--- src/rtl/fp16_add_sequencer.sv ---
// -----------------------------------------------------------------------------
// fp16_add_sequencer
//
// Multi-cycle half-precision adder.  Operands are captured in IDLE, aligned in
// ALIGN, added/subtracted as sign-magnitude in ADD, then normalised in NORM.
// NORM makes one left shift per cycle, so a deep cancellation takes several
// cycles.  The result is presented in DONE until the consumer takes it.
// Denormal inputs are flushed to zero.  Exponent 31 is an ordinary exponent.
// Alignment and normalisation truncate.
//
// Ports
//   clk        : clock; all state changes on the rising edge
//   rst_n      : synchronous active-low reset
//   in_valid   : operands a, b are valid
//   in_ready   : block accepts operands (IDLE and not in reset)
//   a, b       : half-precision operands {sign, exp[4:0], frac[9:0]}
//   out_valid  : result is valid (DONE)
//   out_ready  : consumer accepts the result
//   result     : half-precision sum a+b
//   ovf        : result saturated to infinity
//   zero       : result is zero (exact cancel or underflow flush)
//   busy       : state is not IDLE
// -----------------------------------------------------------------------------
module fp16_add_sequencer #(
  parameter int EXP_W = 5,
  parameter int MAN_W = 11
) (
  input  logic        clk,
  input  logic        rst_n,
  input  logic        in_valid,
  output logic        in_ready,
  input  logic [15:0] a,
  input  logic [15:0] b,
  output logic        out_valid,
  input  logic        out_ready,
  output logic [15:0] result,
  output logic        ovf,
  output logic        zero,
  output logic        busy
);

  localparam int FRAC_W = MAN_W - 1;

  localparam logic [2:0] S_IDLE  = 3'd0;
  localparam logic [2:0] S_ALIGN = 3'd1;
  localparam logic [2:0] S_ADD   = 3'd2;
  localparam logic [2:0] S_NORM  = 3'd3;
  localparam logic [2:0] S_DONE  = 3'd4;

  localparam logic [EXP_W-1:0] EXP_ONE  = EXP_W'(1);
  localparam logic [EXP_W:0]   EXP_SAT  = {1'b0, {EXP_W{1'b1}}};
  localparam logic [EXP_W-1:0] SHIFT_LIM = EXP_W'(MAN_W);

  logic [2:0]       state_q,  state_d;
  logic             sign_a_q, sign_a_d;
  logic             sign_b_q, sign_b_d;
  logic [EXP_W-1:0] exp_a_q,  exp_a_d;
  logic [EXP_W-1:0] exp_b_q,  exp_b_d;
  logic [MAN_W-1:0] man_a_q,  man_a_d;
  logic [MAN_W-1:0] man_b_q,  man_b_d;
  logic [EXP_W-1:0] exp_q,    exp_d;
  logic             sign_q,   sign_d;
  logic [MAN_W:0]   sum_q,    sum_d;
  logic [15:0]      result_q, result_d;
  logic             ovf_q,    ovf_d;
  logic             zero_q,   zero_d;

  logic [EXP_W-1:0] exp_diff;
  logic [EXP_W:0]   exp_inc;

  always_comb begin
    // NOTE: every next-state signal gets its hold value first, so no path
    // through the case below can leave one unassigned and infer a latch.
    state_d  = state_q;
    sign_a_d = sign_a_q;
    sign_b_d = sign_b_q;
    exp_a_d  = exp_a_q;
    exp_b_d  = exp_b_q;
    man_a_d  = man_a_q;
    man_b_d  = man_b_q;
    exp_d    = exp_q;
    sign_d   = sign_q;
    sum_d    = sum_q;
    result_d = result_q;
    ovf_d    = ovf_q;
    zero_d   = zero_q;
    exp_diff = '0;
    exp_inc  = {1'b0, exp_q} + 1'b1;

    case (state_q)
      S_IDLE: begin
        if (in_valid) begin
          // Decode; a zero exponent field flushes the mantissa (no denormals).
          sign_a_d = a[15];
          exp_a_d  = a[14 -: EXP_W];
          man_a_d  = (a[14 -: EXP_W] == '0) ? '0 : {1'b1, a[FRAC_W-1:0]};
          sign_b_d = b[15];
          exp_b_d  = b[14 -: EXP_W];
          man_b_d  = (b[14 -: EXP_W] == '0) ? '0 : {1'b1, b[FRAC_W-1:0]};
          ovf_d    = 1'b0;
          zero_d   = 1'b0;
          state_d  = S_ALIGN;
        end
      end

      S_ALIGN: begin
        // A shift of MAN_W or more would empty the mantissa anyway; clamp it
        // explicitly so the shifter never sees an oversized amount.
        if (exp_a_q >= exp_b_q) begin
          exp_diff = exp_a_q - exp_b_q;
          exp_d    = exp_a_q;
          man_b_d  = (exp_diff >= SHIFT_LIM) ? '0 : (man_b_q >> exp_diff);
        end else begin
          exp_diff = exp_b_q - exp_a_q;
          exp_d    = exp_b_q;
          man_a_d  = (exp_diff >= SHIFT_LIM) ? '0 : (man_a_q >> exp_diff);
        end
        state_d = S_ADD;
      end

      S_ADD: begin
        if (sign_a_q == sign_b_q) begin
          sum_d  = {1'b0, man_a_q} + {1'b0, man_b_q};
          sign_d = sign_a_q;
        end else if (man_a_q > man_b_q) begin
          sum_d  = {1'b0, man_a_q} - {1'b0, man_b_q};
          sign_d = sign_a_q;
        end else if (man_b_q > man_a_q) begin
          sum_d  = {1'b0, man_b_q} - {1'b0, man_a_q};
          sign_d = sign_b_q;
        end else begin
          // Exact cancellation always yields +0.
          sum_d  = '0;
          sign_d = 1'b0;
        end
        state_d = S_NORM;
      end

      S_NORM: begin
        if (sum_q == '0) begin
          result_d = '0;
          zero_d   = 1'b1;
          state_d  = S_DONE;
        end else if (sum_q[MAN_W]) begin
          // Carry out: one right shift.  Reaching the all-ones exponent
          // saturates to infinity.
          if (exp_inc >= EXP_SAT) begin
            result_d = {sign_q, {EXP_W{1'b1}}, {FRAC_W{1'b0}}};
            ovf_d    = 1'b1;
          end else begin
            result_d = {sign_q, exp_inc[EXP_W-1:0], sum_q[FRAC_W:1]};
          end
          state_d = S_DONE;
        end else if (sum_q[MAN_W-1]) begin
          result_d = {sign_q, exp_q, sum_q[FRAC_W-1:0]};
          state_d  = S_DONE;
        end else if (exp_q > EXP_ONE) begin
          // One bit of left normalisation per cycle; stay in NORM.
          sum_d = sum_q << 1;
          exp_d = exp_q - 1'b1;
        end else begin
          // Would need a denormal exponent: flush to zero.
          result_d = '0;
          zero_d   = 1'b1;
          state_d  = S_DONE;
        end
      end

      S_DONE: begin
        if (out_ready) state_d = S_IDLE;
      end

      default: state_d = S_IDLE;
    endcase
  end

  // NOTE: every register, including the operand and result storage, is reset
  // so an aborted operation leaves nothing stale behind.
  always_ff @(posedge clk) begin
    if (!rst_n) begin
      state_q  <= S_IDLE;
      sign_a_q <= 1'b0;
      sign_b_q <= 1'b0;
      exp_a_q  <= '0;
      exp_b_q  <= '0;
      man_a_q  <= '0;
      man_b_q  <= '0;
      exp_q    <= '0;
      sign_q   <= 1'b0;
      sum_q    <= '0;
      result_q <= '0;
      ovf_q    <= 1'b0;
      zero_q   <= 1'b0;
    end else begin
      state_q  <= state_d;
      sign_a_q <= sign_a_d;
      sign_b_q <= sign_b_d;
      exp_a_q  <= exp_a_d;
      exp_b_q  <= exp_b_d;
      man_a_q  <= man_a_d;
      man_b_q  <= man_b_d;
      exp_q    <= exp_d;
      sign_q   <= sign_d;
      sum_q    <= sum_d;
      result_q <= result_d;
      ovf_q    <= ovf_d;
      zero_q   <= zero_d;
    end
  end

  assign in_ready  = rst_n && (state_q == S_IDLE);
  assign out_valid = (state_q == S_DONE);
  assign busy      = (state_q != S_IDLE);
  assign result    = result_q;
  assign ovf       = ovf_q;
  assign zero      = zero_q;

endmodule

--- config.mk ---
export PLATFORM = sky130hd
export DESIGN_NAME = fp16_add_sequencer
export DESIGN_NICKNAME = d
export VERILOG_FILES = /design/src/rtl/fp16_add_sequencer.sv
export SDC_FILE = /design/constraint.sdc
export NUM_CORES = 1
export LEC_CHECK = 0
export CAP_MARGIN = 5
export CORE_MARGIN = 5
export CORE_UTILIZATION = 40
export DETAILED_ROUTE_END_ITERATION = 8
export DONT_BUFFER_PORTS = 1
export PLACE_DENSITY = 0.54
export SLEW_MARGIN = 20
export SYNTH_ARGS = -nofsm -noshare
export SYNTH_HDL_FRONTEND = slang
export SYNTH_SLANG_ARGS = --single-unit
--- constraint.sdc ---
create_clock -name clk -period 2.6 [get_ports clk]
set_input_delay 0.78 -clock clk [delete_from_list [all_inputs] [get_ports clk]]
set_output_delay 0.78 -clock clk [all_outputs]
set_load 0.02 [all_outputs]
==> impl_metrics.env <==
export IMPL_status="finished with violations"
export IMPL_violations="setup timing"
export IMPL_rsz0062_at_grt="true"
export IMPL_p_total_mw=7.22
export IMPL_critPathKind="reg -> reg"
export IMPL_start_kind="flip-flop"
export IMPL_synth_edf_count=0
export IMPL_rr_startpoint="man_a_q[0]$_SDFFE_PN0P_"
export IMPL_die_area_um2=18300
export IMPL_cp_required_ps=2840
export IMPL_clockBufferDepth=2
export IMPL_io_pins=57
export IMPL_grt_pass1_vias=6306
export IMPL_crit_end="sum_q[4]$_SDFFE_PN0P_"
export IMPL_root_buffer="clkbuf_16"
export IMPL_met2_length_um=10200
export IMPL_fin_crit_sh=1.01
export IMPL_crit_path_cell_trace="inv_4, ha_4, fa_2, nand3b_1, a211o_1, o211ai_1, buf_4, a211oi_4, a221oi_1, a21oi_1, o21ai_1, a31oi_1"
export IMPL_antenna_found_initial=0
export IMPL_cts_hold_fix_buffers=0
export IMPL_grt_usage=0.234
export IMPL_instances_no_fill=1148
export IMPL_ant_nets=0
export IMPL_final_nets=1019
export IMPL_rows=45
export IMPL_place_inst=1121
export IMPL_dr_wl_met3_um=1240
export IMPL_initial_core_util=0.410
export IMPL_slowest_stage="dfxtp_4"
export IMPL_grt_overflow=0
export IMPL_totalWireLength_um=21800
export IMPL_hp_class="reg -> reg"
export IMPL_avgSynthCellArea_um2=7.49
export IMPL_wl_met1_um=9860
export IMPL_power_share_combinational=0.634
export IMPL_slew_headroom=0.337
export IMPL_gp_congestion=0.938
export IMPL_worst_slew_pin_slew_ps=995
export IMPL_worst_hold_slack_ps=454
export IMPL_ir_drop_uv=431
export IMPL_synth_cell_types=77
export IMPL_r2r_cells=12
export IMPL_ctsHtreeMaxLevel=3
export IMPL_max_cap_violations=0
export IMPL_setup_viol=1
export IMPL_die_h_um=135
export IMPL_avgViaCountPerCell=5.74
export IMPL_power_frac_clock=0.172
export IMPL_cts_tree="done"
export IMPL_skew_ps=6.64
export IMPL_swShare=0.449
export IMPL_critPathMaxFanout=7
export IMPL_worstPathArrival_ps=2850
export IMPL_syn_inst=838
export IMPL_endpoint_kind="flip-flop"
export IMPL_p_leak_nw=3.21
export IMPL_die_w_um=135
export IMPL_cp_startpoint="man_a_q[0]$_SDFFE_PN0P_"
export IMPL_synthArstFlopShare=0
export IMPL_port_buffers=0
export IMPL_antenna_cells=0
export IMPL_intPower_mw=3.98
export IMPL_highest_layer="met4"
export IMPL_dr_pass1_iters=5
export IMPL_r2r_end="sum_q[4]$_SDFFE_PN0P_"
export IMPL_setup_tns_ps=-15.1
export IMPL_clkLatencyLatePin_ps=350
export IMPL_ff2ff_setup_slack_ps=-20
export IMPL_synth_flop_cell="dfxtp_1"
export IMPL_drive_above_1_share=0.281
export IMPL_pwr_share_seq=0.195
export IMPL_drc=0
export IMPL_worst_slack_ps=-15.1
export IMPL_yosysSeqAreaShare=0.233
export IMPL_p_switching_mw=3.24
export IMPL_grt_max_degree=47
export IMPL_max_stage_delay_ps=380
export IMPL_ys_warn_count=0
export IMPL_syn_nets=925
export IMPL_clkSinkCount=73
export IMPL_syn_area_um2=6270
export IMPL_wl_per_cell_um=19.0
export IMPL_clk_pin_slew_ps=70
export IMPL_hold_viol_final=0
export IMPL_fin_crit_ps=2620
export IMPL_drv_slew=0
export IMPL_p_per_area_nw_per_um2=893
export IMPL_ys_ff_latch=73
export IMPL_grt_pass1_wl_um=34000
export IMPL_coreArea_um2=15300
export IMPL_max_freq_ghz=0.382
export IMPL_hpwl_um=16800
export IMPL_syn_to_final_growth_pct=28.8
export IMPL_numCtsBuffers=9
export IMPL_drtIter0Drc=594
export IMPL_vias=6587
## critical path, delay by kind of cell, from the launching register on
kind	cells	cell delay (ps)
simple gates	1	200
fa+ha+maj	2	480
buf+inv	2	230
flops	1	380
compound gates	7	1220
## sequential cells by signal, indices dropped and copies added (netlist names)
signal / cells
exp_a_q: 5
exp_b_q: 5
exp_q: 5
man_a_q: 11
man_b_q: 11
ovf: 1
result: 16
sign_a_q: 1
sign_b_q: 1
sign_q: 1
state_q: 3
sum_q: 12
zero: 1
## layer usage
layer / track usage / vias to the layer above
met5: 0 / -
met4: 0.0722 / 0
met3: 0.0457 / 43
met2: 0.374 / 237
met1: 0.318 / 3079
li1: - / 3228
## layout by cell type (no fill, tap or decap), types with 7 or more instances in the layout
| master | instances |
|---|---|
| inv_1 | 46 |
| ha_4 | 8 |
| nand2b_1 | 8 |
| ha_1 | 30 |
| o21ai_0 | 46 |
| a221oi_2 | 8 |
| nor2b_1 | 8 |
| or3_1 | 7 |
| a31oi_1 | 16 |
| a21oi_2 | 10 |
| dfxtp_2 | 10 |
| mux2i_1 | 20 |
| ha_2 | 8 |
| xnor2_1 | 15 |
| nand3_1 | 16 |
| dfxtp_1 | 61 |
| a21oi_1 | 77 |
| a221oi_1 | 9 |
| nor3_1 | 14 |
| nor2_1 | 73 |
| clkbuf_16 | 9 |
| a21o_1 | 16 |
| a22oi_1 | 22 |
| nand2_1 | 81 |
| buf_4 | 129 |
| o21ai_1 | 12 |
| a211oi_1 | 14 |
| and2_1 | 12 |
## how the worst min path moves through the flow
stage / start / to / cells past startpoint
final: sign_q$_SDFFE_PN0P_ / sign_q$_SDFFE_PN0P_ / 2
after CTS: sign_q$_SDFFE_PN0P_ / sign_q$_SDFFE_PN0P_ / 2
after detailed placement: sign_q$_SDFFE_PN0P_ / sign_q$_SDFFE_PN0P_ / 2
after global placement: sign_q$_SDFFE_PN0P_ / sign_q$_SDFFE_PN0P_ / 2
after floorplan: sign_q$_SDFFE_PN0P_ / sign_q$_SDFFE_PN0P_ / 2
after global routing: sign_q$_SDFFE_PN0P_ / sign_q$_SDFFE_PN0P_ / 2
## Yosys cell counts, drive strengths merged (8+ instances only)
library cell / count / share of area
nand3: 18 / 0.016
buf: 22 / 0.022
dfxtp: 73 / 0.23
inv: 50 / 0.030
xnor2: 16 / 0.022
a21oi: 88 / 0.072
ha: 46 / 0.092
and2: 13 / 0.013
a22oi: 22 / 0.026
o21ai: 62 / 0.049
a221oi: 17 / 0.024
a21o: 18 / 0.022
a211oi: 21 / 0.028
nor2: 79 / 0.050
a31oi: 19 / 0.019
clkbuf: 29 / 0.017
nor2b: 8 / 0.0080
nand2: 85 / 0.052
nand2b: 8 / 0.0080
mux2i: 20 / 0.032
nor3: 16 / 0.014
## through the flow
step                      worst slack [ps]   util  cell area, µm²
after global routing                  -147  0.528            8080
after global placement                -411  0.471            7220
after detailed placement              -372  0.471            7220
after CTS                            -71.8  0.497            7610
final                                -15.1  0.528            8080
after floorplan                       74.1      -            6270
## area by class of cell
class,count,area (µm²)
clock buffer,9,225
clock inverter,7,61.3
fill,1492,7230
inverter,50,190
multi-input combinational,664,4830
sequential,73,1480
tap,211,264
timing repair buffer,134,1020
## power by group through the flow
stage	clock network (mW)	logic, mW	registers [mW]
6_report	1.24	4.57	1.40
2_1_floorplan	0	2.39	1.38
3_3_place_gp	0	3.86	1.40
5_1_grt	1.31	4.92	1.42
4_1_cts	1.26	4.01	1.38
3_5_place_dp	0	3.83	1.40
## cell families (layout without fill, tap and decap cells)
logic type,after synthesis,in the layout,share of synthesized area
DFF,73,73,0.233
AOI/OAI and AO/OA,308,308,0.325
and+or+nand+nor,261,261,0.199
buffers and inverters,101,200,0.0690
adders and majority gates,51,51,0.108
xor gates and xnor gates,21,21,0.0293
muxes,23,23,0.0373
## repair_timing
action                     4_1_cts  5_1_grt
gates resized for setup         27       92
pin swaps                        6       35
setup buffers                    3        7
setup endpoints to repair       24       33
cloned                           0        1
Power figures use the tool's default switching activity.
